File: config.mk
export PLATFORM = sky130hd
export DESIGN_NAME = serial_adder_flat
export DESIGN_NICKNAME = d
export VERILOG_FILES = /design/src/rtl/serial_adder_pkg.sv /design/src/rtl/serial_adder_if.sv /design/src/rtl/serial_adder_fa_ha.sv /design/src/rtl/serial_adder.sv /design/src/flat_wrapper.sv
export SDC_FILE = /design/constraint.sdc
export NUM_CORES = 1
export LEC_CHECK = 0
export CORE_MARGIN = 2
export CORE_UTILIZATION = 55
export CTS_CLUSTER_SIZE = 28
export DETAILED_ROUTE_END_ITERATION = 10
export PLACE_DENSITY_LB_ADDON = 0.25
export SETUP_SLACK_MARGIN = 0.3
export SLEW_MARGIN = 20
export SYNTH_ARGS = -nofsm -noshare
export SYNTH_HDL_FRONTEND = slang
export SYNTH_HIERARCHICAL = 1
export SYNTH_SLANG_ARGS = --single-unit
File: constraint.sdc
create_clock -name clk -period 2.8 [get_ports clk]
set_clock_uncertainty 0.05 [all_clocks]
set_input_delay 0.56 -clock clk [delete_from_list [all_inputs] [get_ports clk]]
set_output_delay 0.56 -clock clk [all_outputs]
set_load 0.01 [all_outputs]
File: src/rtl/serial_adder_pkg.sv
// serial_adder_pkg: shared types and helpers for the bit-serial adder.
//   - state_t       : sequencer state encoding (IDLE/SHIFT/DONE)
//   - DEFAULT_WIDTH : default operand width
//   - cnt_width()   : bit counter width, never below one bit
//   - half_add()    : half-adder cell, returns {carry, sum}
package serial_adder_pkg;

  typedef enum logic [1:0] {
    ST_IDLE  = 2'b00,
    ST_SHIFT = 2'b01,
    ST_DONE  = 2'b10
  } state_t;

  localparam int DEFAULT_WIDTH = 8;

  // Counter must hold 0..WIDTH-1; a 1-bit adder still needs a 1-bit counter.
  function automatic int cnt_width(input int w);
    return (w > 1) ? $clog2(w) : 1;
  endfunction

  function automatic logic [1:0] half_add(input logic x, input logic y);
    return {x & y, x ^ y};
  endfunction

endpackage

File: src/rtl/serial_adder_if.sv
// serial_adder_if: request/result bundle of the bit-serial adder.
//   master: drives start, a, b, cin; observes busy, done, sum, cout.
//   slave : the adder side (opposite directions).
interface serial_adder_if #(
  parameter int WIDTH = serial_adder_pkg::DEFAULT_WIDTH
);
  logic             start;
  logic [WIDTH-1:0] a;
  logic [WIDTH-1:0] b;
  logic             cin;
  logic             busy;
  logic             done;
  logic [WIDTH-1:0] sum;
  logic             cout;

  modport master (output start, a, b, cin, input busy, done, sum, cout);
  modport slave  (input start, a, b, cin, output busy, done, sum, cout);
endinterface

File: src/rtl/serial_adder_fa_ha.sv
// fa_ha: combinational full adder composed of two half adders.
//   a, b, cin : input bits
//   sum, cout : sum bit and carry out
module fa_ha
  import serial_adder_pkg::*;
(
  input  logic a,
  input  logic b,
  input  logic cin,
  output logic sum,
  output logic cout
);

  logic [1:0] w_ha0;
  logic [1:0] w_ha1;

  // First half adder on the operands, second folds in the carry.
  always_comb begin
    w_ha0 = half_add(a, b);
    w_ha1 = half_add(w_ha0[0], cin);
    sum   = w_ha1[0];
    cout  = w_ha0[1] | w_ha1[1];
  end

endmodule

File: src/rtl/serial_adder.sv
// serial_adder: bit-serial WIDTH-bit adder, LSB first, one bit per clock.
//   clk   : rising-edge clock
//   rst_n : synchronous active-low reset
//   bus   : serial_adder_if.slave (start/a/b/cin in, busy/done/sum/cout out)
// sum/cout are updated only at completion; done pulses one cycle, WIDTH
// clocks after the accepted start edge.
module serial_adder
  import serial_adder_pkg::*;
#(
  parameter int WIDTH = DEFAULT_WIDTH
) (
  input  logic                clk,
  input  logic                rst_n,
  serial_adder_if.slave       bus
);

  localparam int                 CNT_W    = cnt_width(WIDTH);
  localparam logic [CNT_W-1:0]   CNT_LAST = CNT_W'(WIDTH - 1);

  state_t           r_state;
  logic [WIDTH-1:0] r_a_sr;
  logic [WIDTH-1:0] r_b_sr;
  logic [WIDTH-1:0] r_res;
  logic             r_carry;
  logic [CNT_W-1:0] r_cnt;
  logic             r_busy;
  logic             r_done;
  logic [WIDTH-1:0] r_sum;
  logic             r_cout;

  logic             w_bit_sum;
  logic             w_bit_carry;
  logic [WIDTH-1:0] w_res_next;

  fa_ha u_cell (
    .a    (r_a_sr[0]),
    .b    (r_b_sr[0]),
    .cin  (r_carry),
    .sum  (w_bit_sum),
    .cout (w_bit_carry)
  );

  // New sum bit enters at the MSB so after WIDTH shifts bit 0 sits at LSB.
  generate
    if (WIDTH == 1) begin : g_res_w1
      assign w_res_next = w_bit_sum;
    end else begin : g_res_wn
      assign w_res_next = {w_bit_sum, r_res[WIDTH-1:1]};
    end
  endgenerate

  // Sequencer: operand capture, per-bit shift/add, result publish.
  always_ff @(posedge clk) begin
    if (!rst_n) begin
      r_state <= ST_IDLE;
      r_a_sr  <= '0;
      r_b_sr  <= '0;
      r_res   <= '0;
      r_carry <= 1'b0;
      r_cnt   <= '0;
      r_busy  <= 1'b0;
      r_done  <= 1'b0;
      r_sum   <= '0;
      r_cout  <= 1'b0;
    end else begin
      case (r_state)
        ST_IDLE: begin
          r_done <= 1'b0;
          if (bus.start) begin
            r_a_sr  <= bus.a;
            r_b_sr  <= bus.b;
            r_carry <= bus.cin;
            r_cnt   <= '0;
            r_busy  <= 1'b1;
            r_state <= ST_SHIFT;
          end
        end
        ST_SHIFT: begin
          r_a_sr  <= r_a_sr >> 1;
          r_b_sr  <= r_b_sr >> 1;
          r_carry <= w_bit_carry;
          r_res   <= w_res_next;
          r_cnt   <= r_cnt + CNT_W'(1);
          if (r_cnt == CNT_LAST) begin
            r_sum   <= w_res_next;
            r_cout  <= w_bit_carry;
            r_busy  <= 1'b0;
            r_done  <= 1'b1;
            r_state <= ST_DONE;
          end
        end
        ST_DONE: begin
          r_done  <= 1'b0;
          r_state <= ST_IDLE;
        end
        default: begin
          r_busy  <= 1'b0;
          r_done  <= 1'b0;
          r_state <= ST_IDLE;
        end
      endcase
    end
  end

  assign bus.busy = r_busy;
  assign bus.done = r_done;
  assign bus.sum  = r_sum;
  assign bus.cout = r_cout;

endmodule

File: src/flat_wrapper.sv
// flat-port wrapper written by rule: the top's interface ports become plain ports
module serial_adder_flat import serial_adder_pkg::*;
#(
  parameter int WIDTH = DEFAULT_WIDTH
)
  (clk, rst_n, bus_start, bus_a, bus_b, bus_cin, bus_busy, bus_done, bus_sum, bus_cout);
  serial_adder_if #(.WIDTH(WIDTH)) bus_i ();
  input  logic clk;
  input  logic rst_n;
  input wire logic [$bits(bus_i.start)-1:0] bus_start;
  input wire logic [$bits(bus_i.a)-1:0] bus_a;
  input wire logic [$bits(bus_i.b)-1:0] bus_b;
  input wire logic [$bits(bus_i.cin)-1:0] bus_cin;
  output wire logic [$bits(bus_i.busy)-1:0] bus_busy;
  output wire logic [$bits(bus_i.done)-1:0] bus_done;
  output wire logic [$bits(bus_i.sum)-1:0] bus_sum;
  output wire logic [$bits(bus_i.cout)-1:0] bus_cout;
  assign bus_i.start = bus_start;
  assign bus_i.a = bus_a;
  assign bus_i.b = bus_b;
  assign bus_i.cin = bus_cin;
  assign bus_busy = bus_i.busy;
  assign bus_done = bus_i.done;
  assign bus_sum = bus_i.sum;
  assign bus_cout = bus_i.cout;
  serial_adder #(.WIDTH(WIDTH)) u_core (.clk(clk), .rst_n(rst_n), .bus(bus_i));
endmodule
# Word-level counts from Yosys, hierarchy flattened
# Index checks and enable logic that the tools add are counted.
[classes] n_mux=14 div=0 n_addsub=1 bitwise=6 n_lt_le_gt_ge=0 multipliers=0 n_reduce_logical=7 n_shift=0 eq_ne=5
[op_table] op="case mux 8 bit (2 select lines)" count=2
[op_table] op="two-way mux 8 bit" count=2
[op_table] op="AND reduction 2 bit" count=4
[op_table] op="case mux 3 bit (2 select lines)" count=1
[op_table] op="two-way mux 2 bit" count=2
[op_table] op="case mux 2 bit (2 select lines)" count=1
[op_table] op="adder 3 x 1 -> 3 bit, second input constant" count=1
[op_table] op="equality test 3 bit, second input constant" count=1
[op_table] op="two-way mux 1 bit" count=3
[op_table] op="two-way mux 3 bit" count=1
[op_table] op="case mux 1 bit (3 select lines)" count=1
[op_table] op="AND reduction 3 bit" count=1
[op_table] op="bitwise AND 1 bit" count=2
[op_table] op="equality test 2 x 1 -> 1 bit, second input constant" count=1
[op_table] op="equality test 2 bit, second input constant" count=1
[op_table] op="logical NOT 2 bit" count=1
[op_table] op="inequality test 2 x 1 -> 1 bit, second input constant" count=1
[op_table] op="inequality test 2 bit, second input constant" count=1
[op_table] op="case mux 1 bit (2 select lines)" count=1
[op_table] op="nonzero test 2 bit" count=1
[op_table] op="bitwise XOR 1 bit" count=2
[op_table] op="inverter 1 bit" count=1
[op_table] op="OR 1 bit" count=1
[word_totals] romBits=0 latchBits=0 n_memories=0 ramBits=0 ff_bits=41

# Depth between registers and ports, before layout
[logic_depth] ltp_word=4 depth_mapped=5 ltp_nobuf=5

# By module
# The synthesis kept the hierarchy.
[modules_own_cells] mod="serial_adder" seq_area_each_um2=800.8 area_per_inst_um2=1646.6 cells_per_inst=193 n_inst=1
[modules_own_cells] mod="fa_ha" seq_area_each_um2=0.0 area_per_inst_um2=20.0 cells_per_inst=1 n_inst=1

# Least setup slack after synthesis
# No wires, ideal clock.
[synth_path] path_type="register -> register" startpoint="reg u_core.r_cnt[0]" endpoint="reg u_core.r_cout (netlist: u_core/bus.cout)" path_stages_with_launch=6 t_arrival_ns=1.152 required_ns=2.674 setup_slack_ns=1.522 setup_time_ns=0.076 path_cell_list="dfxtp_1 > ha_1 > ha_1 > buf_1 > nand3_1 > a21boi_0"
[synth_between] elab_chain_len=2
[synth_lines] element="from (decl)" line_no="serial_adder.sv:25" rtl="logic [CNT_W-1:0] r_cnt;"
[synth_lines] element="from (signal assigned)" line_no="serial_adder.sv:83" rtl="r_cnt <= r_cnt + CNT_W'(1);"
[synth_lines] element="equality test 3 bit" line_no="serial_adder.sv:84" rtl="if (r_cnt == CNT_LAST) begin"
[synth_lines] element="AND reduction 2 bit (no source line)"
[synth_lines] element="to (signal assigned)" line_no="serial_adder.sv:86" rtl="r_cout <= w_bit_carry;"
[synth_lines] element="to (decl)" line_no="serial_adder.sv:29" rtl="logic r_cout;"
# No other way between the ends.
# A chain may end at the register's enable or synchronous reset.

# Final worst setup path
[layout_path] startpoint="reg u_core.r_cout (netlist: u_core/bus.cout)" endpoint="out bus_cout"
[layout_lines] element="to (decl)" line_no="flat_wrapper.sv:17" rtl="output wire logic [$bits(bus_i.cout)-1:0] bus_cout;"
# No word-level cell between the ends.

==> impl_results.md <==
* DIE AREA at 3490 µm²
* Pins over their slew limit at 0
* Initial core utilization at 58.9%
* Vias in the first global route at 1193
* Reg-to-Reg End: u_core/bus.cout
* Final worst slack at 0.936 ns
* Synth area leader: dfxtp_1
* Max VDD drop at 0.351 mV
* Pin count of the biggest net entering global routing at 41
* Worst-Margin Slew at 0.719 ns
* Setup WS pre-CTS at 0.673 ns
* Non-Filler Instances at 250
* First-pass detailed-route iteration total at 4
* Post-CTS Setup Inserts at 0
* Clock latency on the worst-skew pair at 0.35 ns
* Critical setup path kind: reg2out
* Rows at 19
* Largest family of logic cells by synthesized area: compound AO/OA/AOI/OAI gates
* CP cell instances: clkdlybuf4s50_1
* Antenna diode count at 0
* Startpoint types: register
* Xor/xnor share of the synthesized area at 0%
* Gate count of the mapped netlist at 194
* Hold path depth at 2
* Clk sinks at 40
* DRT iter0 DRCs at 37
* Worst Reg-to-Reg Cells at 5
* Total track usage at 19.6%
* Top cells by area, synth: dfxtp_1, nand2_1, a31oi_1, o21ai_0, a21boi_0
* Synthesized area at 1670 µm²
* Worst reg-to-reg setup slack at 1.05 ns
* First-pass GRT wire length at 5090 µm
* Post-Route WL at 3120 µm
* Global route overflow at 0
* Status: finished, final reports clean
* Max Buffers Root-to-Sink at 2
* Die Span Y at 59.0 µm
* Initial antenna violation count at 0
* CTS tree: yes
* Number of register bits inferred by synthesis at 40
* HPWL after detailed placement at 2110 µm
* Post-Synth Simple-Gate Area at 20.3%
* Highest-delay cell along the critical path: clkdlybuf4s50_1
* Placed cells at 242
* Max FO, Critical Path at 2
* Hold EP: u_core/bus.sum[5]
* Core area at 2830 µm²
* Via count at 1375
* Slew margin rel. at 52.1%
* CP required at 2.19 ns
* Final net count at 241
* Worst hold path type: reg2reg
* TritonCTS buffer count at 5
* I/O pin count at 31
* Share of flip-flops with an asynchronous set or reset at 0%
* Min-delay src: u_core/bus.sum[5]
* Die extent in x at 59.0 µm
* Mux contribution to synthesized area at 0.601%
* Crit path DAT at 1.25 ns
* Pwr Total at 1.03 mW
* CTS H-tree lvls at 2
* Cell area after layout at 1980 µm²
* Fin crit period at 1.86 ns
* Endpoints failing hold at 0
* Drt drc at 0
* Max Fclk at 536 MHz
* Final Setup Violations at 0
* Root Driver: clkbuf_4
* Top-area cell type share of the netlist area at 48.0%
* Routed Antenna Nets at 0
* Synth Area in Compound Gates at 21.1%
* Reg2reg start: u_core/r_cnt[0]
* Port buffer count at 30
* Clock Pin Slew Worst Setup and Hold Paths at 0.12 ns
* Post-CTS sizing at 0
* WL/cell at 12.5 µm
* DP Area at 1910 µm²
* Unrepaired setup endpoints after global routing: false
* Post-synth cell types at 27
* Max Cap Viol at 0
* Syn Area/Cell at 8.59 µm²
* Fraction of layout cells with a size suffix above 1 at 5.02%
* Pleak at 0.706 nW
* Crit-path leading delay family: buffers and inverters
* Synthesized Nets at 217
* Vias per cell at 5.50
* Setup crit end kind: output port
* WP buf/inv at 1
* CP max stage delay at 0.54 ns
* Cell with the most instances after synthesis: nand2_1
* Filler instances at 229
* Layout area overhead at 18.7%
* Routability Congestion at 0.741
* Ys Warns at 6
* Pwr dens at 523 nW/µm²
* Sequential area share after synthesis at 48.0%
* CTS Hold Bufs at 0
* Fin Setup TNS at 0 ns
* EDFF count, synth at 0
* Most instantiated cells after synthesis: nand2_1, dfxtp_1, o21ai_0
* Synth Flop Type: dfxtp_1
* Final period util at 66.6%
* Post-Synth Adder-Cell Area at 2.70%
per-layer routing:
| metal | up-vias | wire length, µm | GRT usage (%) |
|---|---|---|---|
| li1 | 708 | - | - |
| met1 | 629 | 1360 | 22.5 |
| met2 | 35 | 1570 | 33.3 |
| met3 | 3 | 153 | 4.59 |
| met4 | 0 | 40 | 10.7 |
| met5 | - | 0 | 0 |
how the worst max path moves through the flow:
stage | slack [ns] | cells past startpoint | from | to
finish | 0.94 | 1 | u_core/bus.cout | bus_cout
global route | 0.81 | 5 | u_core/r_cnt[0] | u_core/bus.sum[1]
CTS | 0.92 | 1 | u_core/bus.cout | bus_cout
detailed placement | 0.67 | 5 | bus_start | u_core/r_a_sr[6]
global placement | 0.77 | 5 | bus_start | u_core/r_b_sr[5]
floorplan | 1.52 | 5 | u_core/r_cnt[0] | u_core/bus.cout
sequential cells by signal (all words and copies together), names as in the netlist:
signal	flops
u_core/bus.sum	8
u_core/r_res	7
u_core/bus.done	1
u_core/r_a_sr	8
u_core/r_cnt	3
u_core/bus.busy	1
u_core/bus.cout	1
u_core/r_state	2
u_core/r_b_sr	8
u_core/r_carry	1
layout by cell type, fill, tap and decap left out:
cell type,Yosys,final
o21ai_0,17,17
nand2b_1,2,2
o21ai_1,1,1
and2b_1,1,1
a31oi_1,15,15
clkinvlp_4,0,2
ha_1,2,2
nand3b_1,1,1
and3_1,1,1
o211a_1,1,1
a21boi_1,7,7
nand3_1,11,11
inv_1,1,1
mux2i_1,1,1
a21oi_1,1,1
nor2b_1,4,4
nor2_1,1,1
nand2_1,55,55
clkdlybuf4s50_1,0,30
clkbuf_8,0,1
dfxtp_1,40,40
a21boi_0,11,11
nor3b_1,2,2
buf_4,2,3
a32oi_1,2,2
fa_1,1,1
clkbuf_4,0,5
cells by family (layout without fill, tap and decap cells):
group                      after synthesis  count (layout)
and+or+nand+nor                         78              78
AOI/OAI and AO/OA                       55              55
DFF                                     40              40
buffers and inverters                   17              42
adders and majority gates                3               3
muxes                                    1               1
report_power, final:
part	total [mW]	internal [mW]	switching [mW]
registers	0.610	0.594	0.0154
logic	0.112	0.0555	0.0565
clock network	0.313	0.122	0.191
total	1.03	0.772	0.263
final cells by class:
class                           instances  area (µm²)  share of cell area (%)
Tap cell                               31        38.8                    1.96
Clock buffer                            6        51.3                    2.59
Timing Repair Buffer                   33         323                    16.3
Clock inverter                          2        15.0                   0.759
Sequential cell                        40         801                    40.5
Multi-Input combinational cell        137         746                    37.7
Inverter                                1        3.75                   0.190
per-stage QoR:
| stage | hold slack (ns) | utilization (%) |
|---|---|---|
| after floorplan | 0.394 | - |
| after global placement | 0.392 | 67.6 |
| after detailed placement | 0.398 | 67.6 |
| after CTS | 0.415 | 69.9 |
| after global routing | 0.430 | 69.9 |
| final | 0.410 | 69.9 |
No activity file was read; power rests on OpenSTA's default activity.
